`config.mk`:
```
export PLATFORM = sky130hd
export DESIGN_NAME = mpuc_w8_rot_flat
export DESIGN_NICKNAME = d
export VERILOG_FILES = /design/src/rtl/mpuc_w8_rot_if.sv /design/src/rtl/mpuc_w8_rot.sv /design/src/flat_wrapper.sv
export SDC_FILE = /design/constraint.sdc
export NUM_CORES = 1
export LEC_CHECK = 0
export CELL_PAD_IN_SITES_DETAIL_PLACEMENT = 2
export CELL_PAD_IN_SITES_GLOBAL_PLACEMENT = 2
export CORE_MARGIN = 3
export CORE_UTILIZATION = 30
export DETAILED_ROUTE_END_ITERATION = 10
export PLACE_DENSITY = 0.64
export SYNTH_ARGS = -nofsm -noshare
export SYNTH_HDL_FRONTEND = slang
export SYNTH_SLANG_ARGS = --single-unit
```
`constraint.sdc`:
```
create_clock -name CLK -period 18.4 [get_ports CLK]
set_input_delay 1.84 -clock CLK [delete_from_list [all_inputs] [get_ports CLK]]
set_output_delay 1.84 -clock CLK [all_outputs]
set_load 0.01 [all_outputs]
```
`src/rtl/mpuc_w8_rot_if.sv`:
```
// Sample/result bundle for the W8^K rotator: strobed complex input with its
// rotation index, rotated complex output with valid pulse and sticky overflow.
interface mpuc_w8_rot_if #(
  parameter int NB = 12
);
  logic                 EI;
  logic                 ED;
  logic [2:0]           K;
  logic signed [NB-1:0] DR;
  logic signed [NB-1:0] DI;
  logic signed [NB-1:0] DOR;
  logic signed [NB-1:0] DOI;
  logic                 RDY;
  logic                 OVF;

  modport master (output EI, ED, K, DR, DI, input DOR, DOI, RDY, OVF);
  modport slave  (input EI, ED, K, DR, DI, output DOR, DOI, RDY, OVF);
endinterface

```
`src/rtl/mpuc_w8_rot.sv`:
```
// Complex rotation by W8^K = exp(-j*pi*K/4) for the radix-8/16 FFT datapath.
// One constant multiplier (C ~ 0.7071) is shared by the real and imaginary
// paths, so a new sample is accepted at most every second enabled cycle.
// Result appears three enabled edges after the strobe.
module mpuc_w8_rot #(
  parameter int NB  = 12,
  parameter int CB  = 16,
  parameter int RND = 1,
  parameter int SAT = 1
) (
  input logic          CLK,
  input logic          RST_N,
  mpuc_w8_rot_if.slave bus
);

  localparam int PW    = NB + CB + 2;
  localparam int RW    = NB + 2;
  localparam int C_INT = $rtoi(0.70710678 * (2.0 ** CB) + 0.5);
  localparam logic signed [PW-1:0] COEF = PW'(C_INT);
  localparam logic signed [PW-1:0] HALF = (RND != 0) ? (PW'(1) << (CB - 1)) : '0;
  localparam logic signed [RW-1:0] MAXV = RW'((1 << (NB - 1)) - 1);
  localparam logic signed [RW-1:0] MINV = ~MAXV;

  // Round half up (or floor) and drop the coefficient fraction bits.
  function automatic logic signed [RW-1:0] round_shift(input logic signed [PW-1:0] p);
    logic signed [PW-1:0] biased;
    biased = p + HALF;
    return RW'(biased >>> CB);
  endfunction

  // True when a value cannot be represented in NB bits.
  function automatic logic clip_event(input logic signed [RW-1:0] v);
    return (v > MAXV) || (v < MINV);
  endfunction

  // Reduce to NB bits by clipping or by keeping the low bits.
  function automatic logic signed [NB-1:0] fit(input logic signed [RW-1:0] v);
    if ((SAT != 0) && (v > MAXV)) return MAXV[NB-1:0];
    if ((SAT != 0) && (v < MINV)) return MINV[NB-1:0];
    return v[NB-1:0];
  endfunction

  logic signed [NB:0]   a_p0, b_p0;
  logic [2:0]           k_p0;
  logic                 vld_p0;
  logic signed [PW-1:0] pa_p1;
  logic [2:0]           k_p1;
  logic                 vld_p1;
  logic signed [RW-1:0] re_p2, im_p2;
  logic [2:0]           k_p2;
  logic                 vld_p2;

  logic                 accept;
  logic signed [NB:0]   x_ext, y_ext, mul_in;
  logic signed [PW-1:0] mul_ext, prod;
  logic signed [RW-1:0] rot_re, rot_im;

  // Strobe qualification, operand widening and the shared multiplier; the
  // multiplier sees A while the sample sits in t0 and B one enabled cycle later.
  always_comb begin
    accept  = bus.EI & bus.ED & ~vld_p0;
    x_ext   = {bus.DR[NB-1], bus.DR};
    y_ext   = {bus.DI[NB-1], bus.DI};
    mul_in  = vld_p1 ? b_p0 : a_p0;
    mul_ext = {{(PW-NB-1){mul_in[NB]}}, mul_in};
    prod    = k_p0[0] ? (mul_ext * COEF) : (mul_ext <<< CB);
  end

  // Quarter-turn rotation selected by K[2:1].
  always_comb begin
    rot_re = re_p2;
    rot_im = im_p2;
    case (k_p2[2:1])
      2'd1: begin rot_re = im_p2;  rot_im = -re_p2; end
      2'd2: begin rot_re = -re_p2; rot_im = -im_p2; end
      2'd3: begin rot_re = -im_p2; rot_im = re_p2;  end
      default: ;
    endcase
  end

  // ---- t0: capture sample, pre-add for odd K ----
  always_ff @(posedge CLK or negedge RST_N) begin
    if (!RST_N) begin
      vld_p0 <= 1'b0;
      k_p0   <= '0;
      a_p0   <= '0;
      b_p0   <= '0;
    end else if (bus.EI) begin
      vld_p0 <= accept;
      if (accept) begin
        k_p0 <= bus.K;
        if (bus.K[0]) begin
          a_p0 <= x_ext + y_ext;
          b_p0 <= y_ext - x_ext;
        end else begin
          a_p0 <= x_ext;
          b_p0 <= y_ext;
        end
      end
    end
  end

  // ---- t1: product of A ----
  always_ff @(posedge CLK or negedge RST_N) begin
    if (!RST_N) begin
      vld_p1 <= 1'b0;
      k_p1   <= '0;
      pa_p1  <= '0;
    end else if (bus.EI) begin
      vld_p1 <= vld_p0;
      if (vld_p0) begin
        k_p1  <= k_p0;
        pa_p1 <= prod;
      end
    end
  end

  // ---- t2: product of B, both paths rounded back to integer scale ----
  always_ff @(posedge CLK or negedge RST_N) begin
    if (!RST_N) begin
      vld_p2 <= 1'b0;
      k_p2   <= '0;
      re_p2  <= '0;
      im_p2  <= '0;
    end else if (bus.EI) begin
      vld_p2 <= vld_p1;
      if (vld_p1) begin
        k_p2  <= k_p1;
        re_p2 <= round_shift(pa_p1);
        im_p2 <= round_shift(prod);
      end
    end
  end

  // ---- t3: rotate, limit to NB bits, flag overflow ----
  always_ff @(posedge CLK or negedge RST_N) begin
    if (!RST_N) begin
      bus.RDY <= 1'b0;
      bus.OVF <= 1'b0;
      bus.DOR <= '0;
      bus.DOI <= '0;
    end else if (bus.EI) begin
      bus.RDY <= vld_p2;
      if (vld_p2) begin
        bus.DOR <= fit(rot_re);
        bus.DOI <= fit(rot_im);
        if (clip_event(rot_re) || clip_event(rot_im)) bus.OVF <= 1'b1;
      end
    end
  end

endmodule

```
`src/flat_wrapper.sv`:
```
// flat-port wrapper written by rule: the top's interface ports become plain ports
module mpuc_w8_rot_flat 
#(
  parameter int NB  = 12,
  parameter int CB  = 16,
  parameter int RND = 1,
  parameter int SAT = 1
)
  (CLK, RST_N, bus_EI, bus_ED, bus_K, bus_DR, bus_DI, bus_DOR, bus_DOI, bus_RDY, bus_OVF);
  mpuc_w8_rot_if #(.NB(NB)) bus_i ();
  input logic CLK;
  input logic RST_N;
  input wire logic [$bits(bus_i.EI)-1:0] bus_EI;
  input wire logic [$bits(bus_i.ED)-1:0] bus_ED;
  input wire logic [$bits(bus_i.K)-1:0] bus_K;
  input wire logic [$bits(bus_i.DR)-1:0] bus_DR;
  input wire logic [$bits(bus_i.DI)-1:0] bus_DI;
  output wire logic [$bits(bus_i.DOR)-1:0] bus_DOR;
  output wire logic [$bits(bus_i.DOI)-1:0] bus_DOI;
  output wire logic [$bits(bus_i.RDY)-1:0] bus_RDY;
  output wire logic [$bits(bus_i.OVF)-1:0] bus_OVF;
  assign bus_i.EI = bus_EI;
  assign bus_i.ED = bus_ED;
  assign bus_i.K = bus_K;
  assign bus_i.DR = bus_DR;
  assign bus_i.DI = bus_DI;
  assign bus_DOR = bus_i.DOR;
  assign bus_DOI = bus_i.DOI;
  assign bus_RDY = bus_i.RDY;
  assign bus_OVF = bus_i.OVF;
  mpuc_w8_rot #(.NB(NB), .CB(CB), .RND(RND), .SAT(SAT)) u_core (.CLK(CLK), .RST_N(RST_N), .bus(bus_i));
endmodule
```
==> metrics.cfg, run 1 <==
[run_status]
status=finished, final reports clean

[clock_tree]
cts_resized=0
cts_buffers=9
path_clk_slew_ps=70
cts.hold.buffers_added=0
post_cts_buffers=0
cts_buffer_depth=2
worst_skew_pair.late_latency_ps=360
htreeDepth=3
cts_root_buf=clkbuf_16
clock_sinks=105
cts_tree=yes

[placed_design]
gp_congestion=0.787
dpl-instance-area_sq_um=11100
hpwl_microns=22700
dp_cells=1564
portBuffers=56

[yosys]
syn_avg_cell_area_sq_um=9.13
yosys.cell_count.top_type=nand2_1
synthArstFlopShare_pct=100
ys_top_cells_by_count=132 x nand2_1, 128 x ha_1, 112 x inv_1, 105 x dfrtp_1, 89 x o21ai_0
synthTopCellsByArea=dfrtp_1 26%, ha_1 16%, fa_1 9.3%
ys_seq_area_share_pct=25.9
netlist_area_sq_um=10100
synth_edf_count=0
synthDistinctLibCells=66
syn_nets=1317
synthDominantCellAreaShare_pct=25.9
synthesis.instances=1111
synth_flop_cell=dfrtp_1
yosysTopAreaCell=dfrtp_1
ys_warn_count=0
ys_seq_elements=105

[detailed_routing]
routed_wl_microns=28000
first_pass_iters=4
drt_iter0_markers=281
detail-route-antenna-nets=0
wl_met1_microns=13400
dr_wl_met3_microns=455
wl_per_cell_microns=17.7
num_vias=8008
routed_via_density=5.07
top_layer=met4
met2_length_microns=13800
remaining_drc_errors=0

[setup_path]
slowest_stage=dfrtp_1
crit_fanout=16
crit_arrival_ps=8110
worstSetupPathType=flip-flop to flip-flop
endpoint_kind=flip-flop
startpoint_type=flip-flop
cp_common_cell=inv_1
max_stage_delay_ps=800
required_ps=18610

[grt]
grt_pass1_wl_microns=47600
antenna_found_initial=0
grt_start_max_net_pins=65
first_global_vias=8953
grt_overflow=0
grt_usage_pct=16.1

[finish]
fin_cells=1580
area_growth_pct=12.5
fillers=3665
antennaDiodeCount=0
fin_area_sq_um=11400
drive_gt1_share_pct=8.52
fin_nets=1339

[min_path]
hp-class=flip-flop to flip-flop

[sta]
hold_viol_final=0
timing.fmax_mhz=127
finalCritPeriodShare_pct=42.9
min_period_ps=7900
setup_viol=0
tightest_slew_ps=935
grt_setup_unrepaired=false
slew-limit-headroom_pct=37.5
clock_skew_ps=9.50
tns_ps=0
slew_viol_final=0

[die]
coreArea_sq_um=32900
die_area_sq_um=36100
fp.dieW_microns=190
fp.dieH_microns=190
boundaryPins=57
num_rows=66
start_util_pct=30.8

[run]
maxCapViolations=0

==> state kept, by name (all words and copies together) (netlist names) <==
signal          cells
u_core.a_p0        13
u_core.b_p0        13
u_core.bus.DOI     12
u_core.bus.DOR     12
u_core.bus.OVF      1
u_core.bus.RDY      1
u_core.im_p2       14
u_core.k_p0         3
u_core.k_p1         2
u_core.k_p2         2
u_core.pa_p1       15
u_core.re_p2       14
u_core.vld_p0       1
u_core.vld_p1       1
u_core.vld_p2       1
==> metrics by stage <==
stage	utilization, %	setup WS (ps)	hold slack, ps
floorplan	-	11620	442
global placement	33.7	10610	460
detailed placement	33.7	10350	471
CTS	34.7	10340	488
global route	34.7	9910	520
finish	34.7	10500	480
==> layout by cell type, fill, tap and decap left out, types with 5 or more instances in the layout <==
cell type / Yosys / layout
nand3b_1: 6 / 6
inv_1: 112 / 112
nor2_1: 54 / 54
nand3_1: 14 / 14
mux4_2: 23 / 23
clkbuf_16: 0 / 9
nand2_1: 132 / 132
mux2i_1: 20 / 20
fa_1: 47 / 47
mux2_2: 30 / 30
o21ai_0: 89 / 89
nor2b_1: 7 / 7
o31ai_1: 7 / 7
nor3_1: 23 / 23
or3_1: 8 / 8
a21oi_1: 60 / 60
o21bai_1: 8 / 8
ha_1: 128 / 128
dfrtp_1: 105 / 104
nand2b_1: 5 / 5
xnor2_1: 33 / 33
o211ai_1: 5 / 5
clkdlybuf4s50_1: 0 / 55
or4_4: 6 / 6
o21ai_1: 22 / 22
and3_1: 15 / 15
xor2_1: 19 / 19
a21o_1: 7 / 7
a31oi_1: 16 / 16
buf_4: 2 / 9
==> path summary, 6_finish.rpt <==
path,slack (ps),to,start,cells past startpoint
min in group asynchronous,1490,u_core.bus.DOI[0]$_DFFE_PN0P_,RST_N,1
setup reg to reg,10500,u_core.im_p2[9]$_DFFE_PN0P_,u_core.vld_p1$_DFFE_PN0P_,26
hold / removal,480,u_core.a_p0[6]$_DFFE_PN0P_,u_core.a_p0[6]$_DFFE_PN0P_,2
setup / recovery,10500,u_core.im_p2[9]$_DFFE_PN0P_,u_core.vld_p1$_DFFE_PN0P_,26
hold reg to reg,480,u_core.a_p0[6]$_DFFE_PN0P_,u_core.a_p0[6]$_DFFE_PN0P_,2
max in group asynchronous,15690,u_core.a_p0[10]$_DFFE_PN0P_,RST_N,2
==> per-layer routing <==
metal | track usage [%] | up-vias
li1 | - | 3906
met1 | 21.2 | 4025
met2 | 28.6 | 59
met3 | 1.93 | 18
met4 | 3.16 | 0
met5 | 0 | -
==> worst max-delay path, delay by kind of cell (launching register included) <==
| family | cells | cell delay, ps |
|---|---|---|
| and+or+nand+nor | 4 | 920 |
| DFF | 1 | 800 |
| adders and majority gates | 7 | 2550 |
| AOI/OAI and AO/OA | 7 | 1890 |
| muxes | 1 | 720 |
| xor gates and xnor gates | 1 | 230 |
| buffers and inverters | 6 | 650 |
==> layout make-up <==
| type | instances | area [sq um] | share of cell area, % |
|---|---|---|---|
| inverter | 113 | 424 | 3.72 |
| tap | 442 | 553 | 4.84 |
| clock buffer | 10 | 229 | 2.01 |
| clock inverter | 6 | 76.3 | 0.668 |
| timing repair buffer | 64 | 618 | 5.41 |
| multi-input combinational | 840 | 6890 | 60.3 |
| sequential | 105 | 2630 | 23.0 |
==> cells by family (layout without fill, tap and decap cells) <==
family                   Yosys count  in the layout  synth area share [%]
buffers and inverters            166            193                  6.24
AND/OR/NAND/NOR                  292            292                  13.5
multiplexers                      73             73                  10.4
flip-flops                       105            105                  25.9
XOR/XNOR                          52             52                  4.49
AO/OA/AOI/OAI                    248            248                  14.4
adder cells (fa/ha/maj)          175            175                  25.1
Power of run 1 is left out: the tool's default activity adds up to more than one toggle a clock period on the data nets, which glitch-free logic cannot reach.
==> run 2, diff against run 1 <==
--- a/config.mk
+++ b/config.mk
@@ -10,7 +10,7 @@
 export CORE_MARGIN = 3
 export CORE_UTILIZATION = 30
 export DETAILED_ROUTE_END_ITERATION = 10
-export PLACE_DENSITY = 0.64
+export PLACE_DENSITY = 0.67
 export SYNTH_ARGS = -nofsm -noshare
 export SYNTH_HDL_FRONTEND = slang
 export SYNTH_SLANG_ARGS = --single-unit
==> constraint.sdc (replaced) <==
create_clock -name CLK -period 6.44 [get_ports CLK]
set_input_delay 0.644 -clock CLK [delete_from_list [all_inputs] [get_ports CLK]]
set_output_delay 0.644 -clock CLK [all_outputs]
set_load 0.01 [all_outputs]
==> run 2 against run 1 <==
Effect of this change:
- clock skew is 1.5 ps higher
- core utilization rose by 2.2 points
- non-clock buffer count rose by 60
- clock-buffer cell count down 1
- sequential share of layout area is 1.4 points lower
- design area increased by 6.5%
- die area is the same
- maximum frequency rose by 29%
- critical path depth shrank 5
- largest cell class unchanged
==> metrics.cfg, run 2 (synthesized netlist as in run 1, its figures left out) <==
[setup_path]
crit_fanout=5
startpoint_type=flip-flop
required_ps=6660
crit_arrival_ps=6350
endpoint_kind=flip-flop
worstSetupPathType=flip-flop to flip-flop

[clock_tree]
cts_root_buf=clkbuf_16
path_clk_slew_ps=70
worst_skew_pair.late_latency_ps=360
clock_sinks=105
cts_tree=yes
cts_buffer_depth=2
cts_buffers=9
htreeDepth=3

[finish]
top_regs=u_core.pa_p1 (15), u_core.im_p2 (14), u_core.re_p2 (14)
fin_nets=1399
fillers=3616
mostFrequentLayoutCells=132 x nand2_1, 117 x ha_1, 110 x inv_1
area_growth_pct=19.8
final_common_cell=nand2_1
antennaDiodeCount=0
largest_reg_flops=15
final_core_util_pct=36.9
drive_gt1_share_pct=16.8
largest_register=u_core.pa_p1

[placed_design]
portBuffers=56
pre_cts_ws_ps=-114
hpwl_microns=23700
gp_congestion=0.847

[detailed_routing]
drt_iter0_markers=229
first_pass_iters=4
routed_via_density=5.04
wl_per_cell_microns=17.5
detail-route-antenna-nets=0
routed_wl_microns=28700
num_vias=8267
remaining_drc_errors=0

[sta]
timing.fmax_mhz=163
clock_skew_ps=11.0
min_period_ps=6130
tightest_slew_ps=969
setup_viol=0
setup_slack_ps=310
hold_viol_final=0
slew_viol_final=0
slew-limit-headroom_pct=35.3
finalCritPeriodShare_pct=95.2
tns_ps=0

[die]
fp.dieW_microns=190
fp.dieH_microns=190
coreArea_sq_um=32900
num_rows=66
boundaryPins=57
die_area_sq_um=36100
start_util_pct=30.8

[min_path]
hp-class=primary input to asynchronous set/reset pin

[grt]
grt_pass1_wl_microns=47300
grt_usage_pct=16.1
first_global_vias=9101
grt_overflow=0
antenna_found_initial=0
grt_start_max_net_pins=73

[run_status]
status=finished, final reports clean

[run]
maxCapViolations=0

run 2: cell types whose count changed in the layout (fill, tap and decap cells not counted), moves of 3 or more:
cell and change:
ha_4 +7, ha_1 -11, a21oi_1 -9, mux2i_2 +3
mux2i_1 -3, ha_2 +4, o21ai_1 +3, nor3_1 -4
o21ai_0 -5, a21oi_2 +8, buf_4 +58, nor3_2 +3
run 2: cell type report:
type                       count  area, sq um  share of cell area [%]
sequential                   105         2630                    21.6
clock buffer                   9          225                    1.85
clock inverter                 7          104                   0.854
inverter                     113          424                    3.49
tap                          442          553                    4.55
multi-input combinational    840         7140                    58.7
timing repair buffer         124         1080                    8.92
run 2: routing by layer:
metal	wire length, microns	part of all wire, %	vias up	global-route usage [%]
met5	0	0	-	0
met4	240	0.83	0	2.73
met3	409	1.4	14	1.62
met2	14700	51	53	28.9
met1	13400	47	4170	21.1
li1	-	-	4030	-
run 2: per-stage QoR:
step	area, sq um	cells	hold WS (ps)
2_1_floorplan	10200	1111	348
3_3_place_gp	11500	1620	458
5_1_grt	12200	1640	251
4_1_cts	11900	1636	227
6_report	12200	1640	219
3_5_place_dp	11500	1620	464
run 2: path summary, 6_finish.rpt:
kind | depth (start not counted) | slack (ps) | startpoint | to
max in group asynchronous | 2 | 4850 | RST_N | u_core.vld_p1$_DFFE_PN0P_
min in group CLK | 1 | 480 | u_core.bus.OVF$_DFFE_PN0P_ | u_core.bus.OVF$_DFFE_PN0P_
worst min-delay path | 1 | 220 | RST_N | u_core.bus.DOI[0]$_DFFE_PN0P_
worst max-delay path | 21 | 310 | u_core.vld_p1$_DFFE_PN0P_ | u_core.im_p2[10]$_DFFE_PN0P_
worst min register to register | 1 | 480 | u_core.bus.OVF$_DFFE_PN0P_ | u_core.bus.OVF$_DFFE_PN0P_
worst max register to register | 21 | 310 | u_core.vld_p1$_DFFE_PN0P_ | u_core.im_p2[10]$_DFFE_PN0P_
run 2: timing repair:
action,CTS,global route
setup endpoints to repair,5,13
pin swaps,1,22
buffers inserted,0,4
hold buffers,0,0
gates resized for setup,7,48
run 2: critical path, cell delays in order (launching register included):
cell      delay (ps)
dfrtp_2          410
buf_6            110
mux2_2           350
buf_4            170
ha_1             310
buf_4            170
ha_1             290
fa_1             510
fa_1             520
fa_1             490
ha_1             350
ha_4             310
and3_1           210
nand2_1           70
a21oi_1          160
nor2_1            80
a221oi_2         320
nand4_1          200
or3_1            440
nor3_1           210
xor2_1           200
o21ai_0          100
Power of run 2 is left out for the same reason.
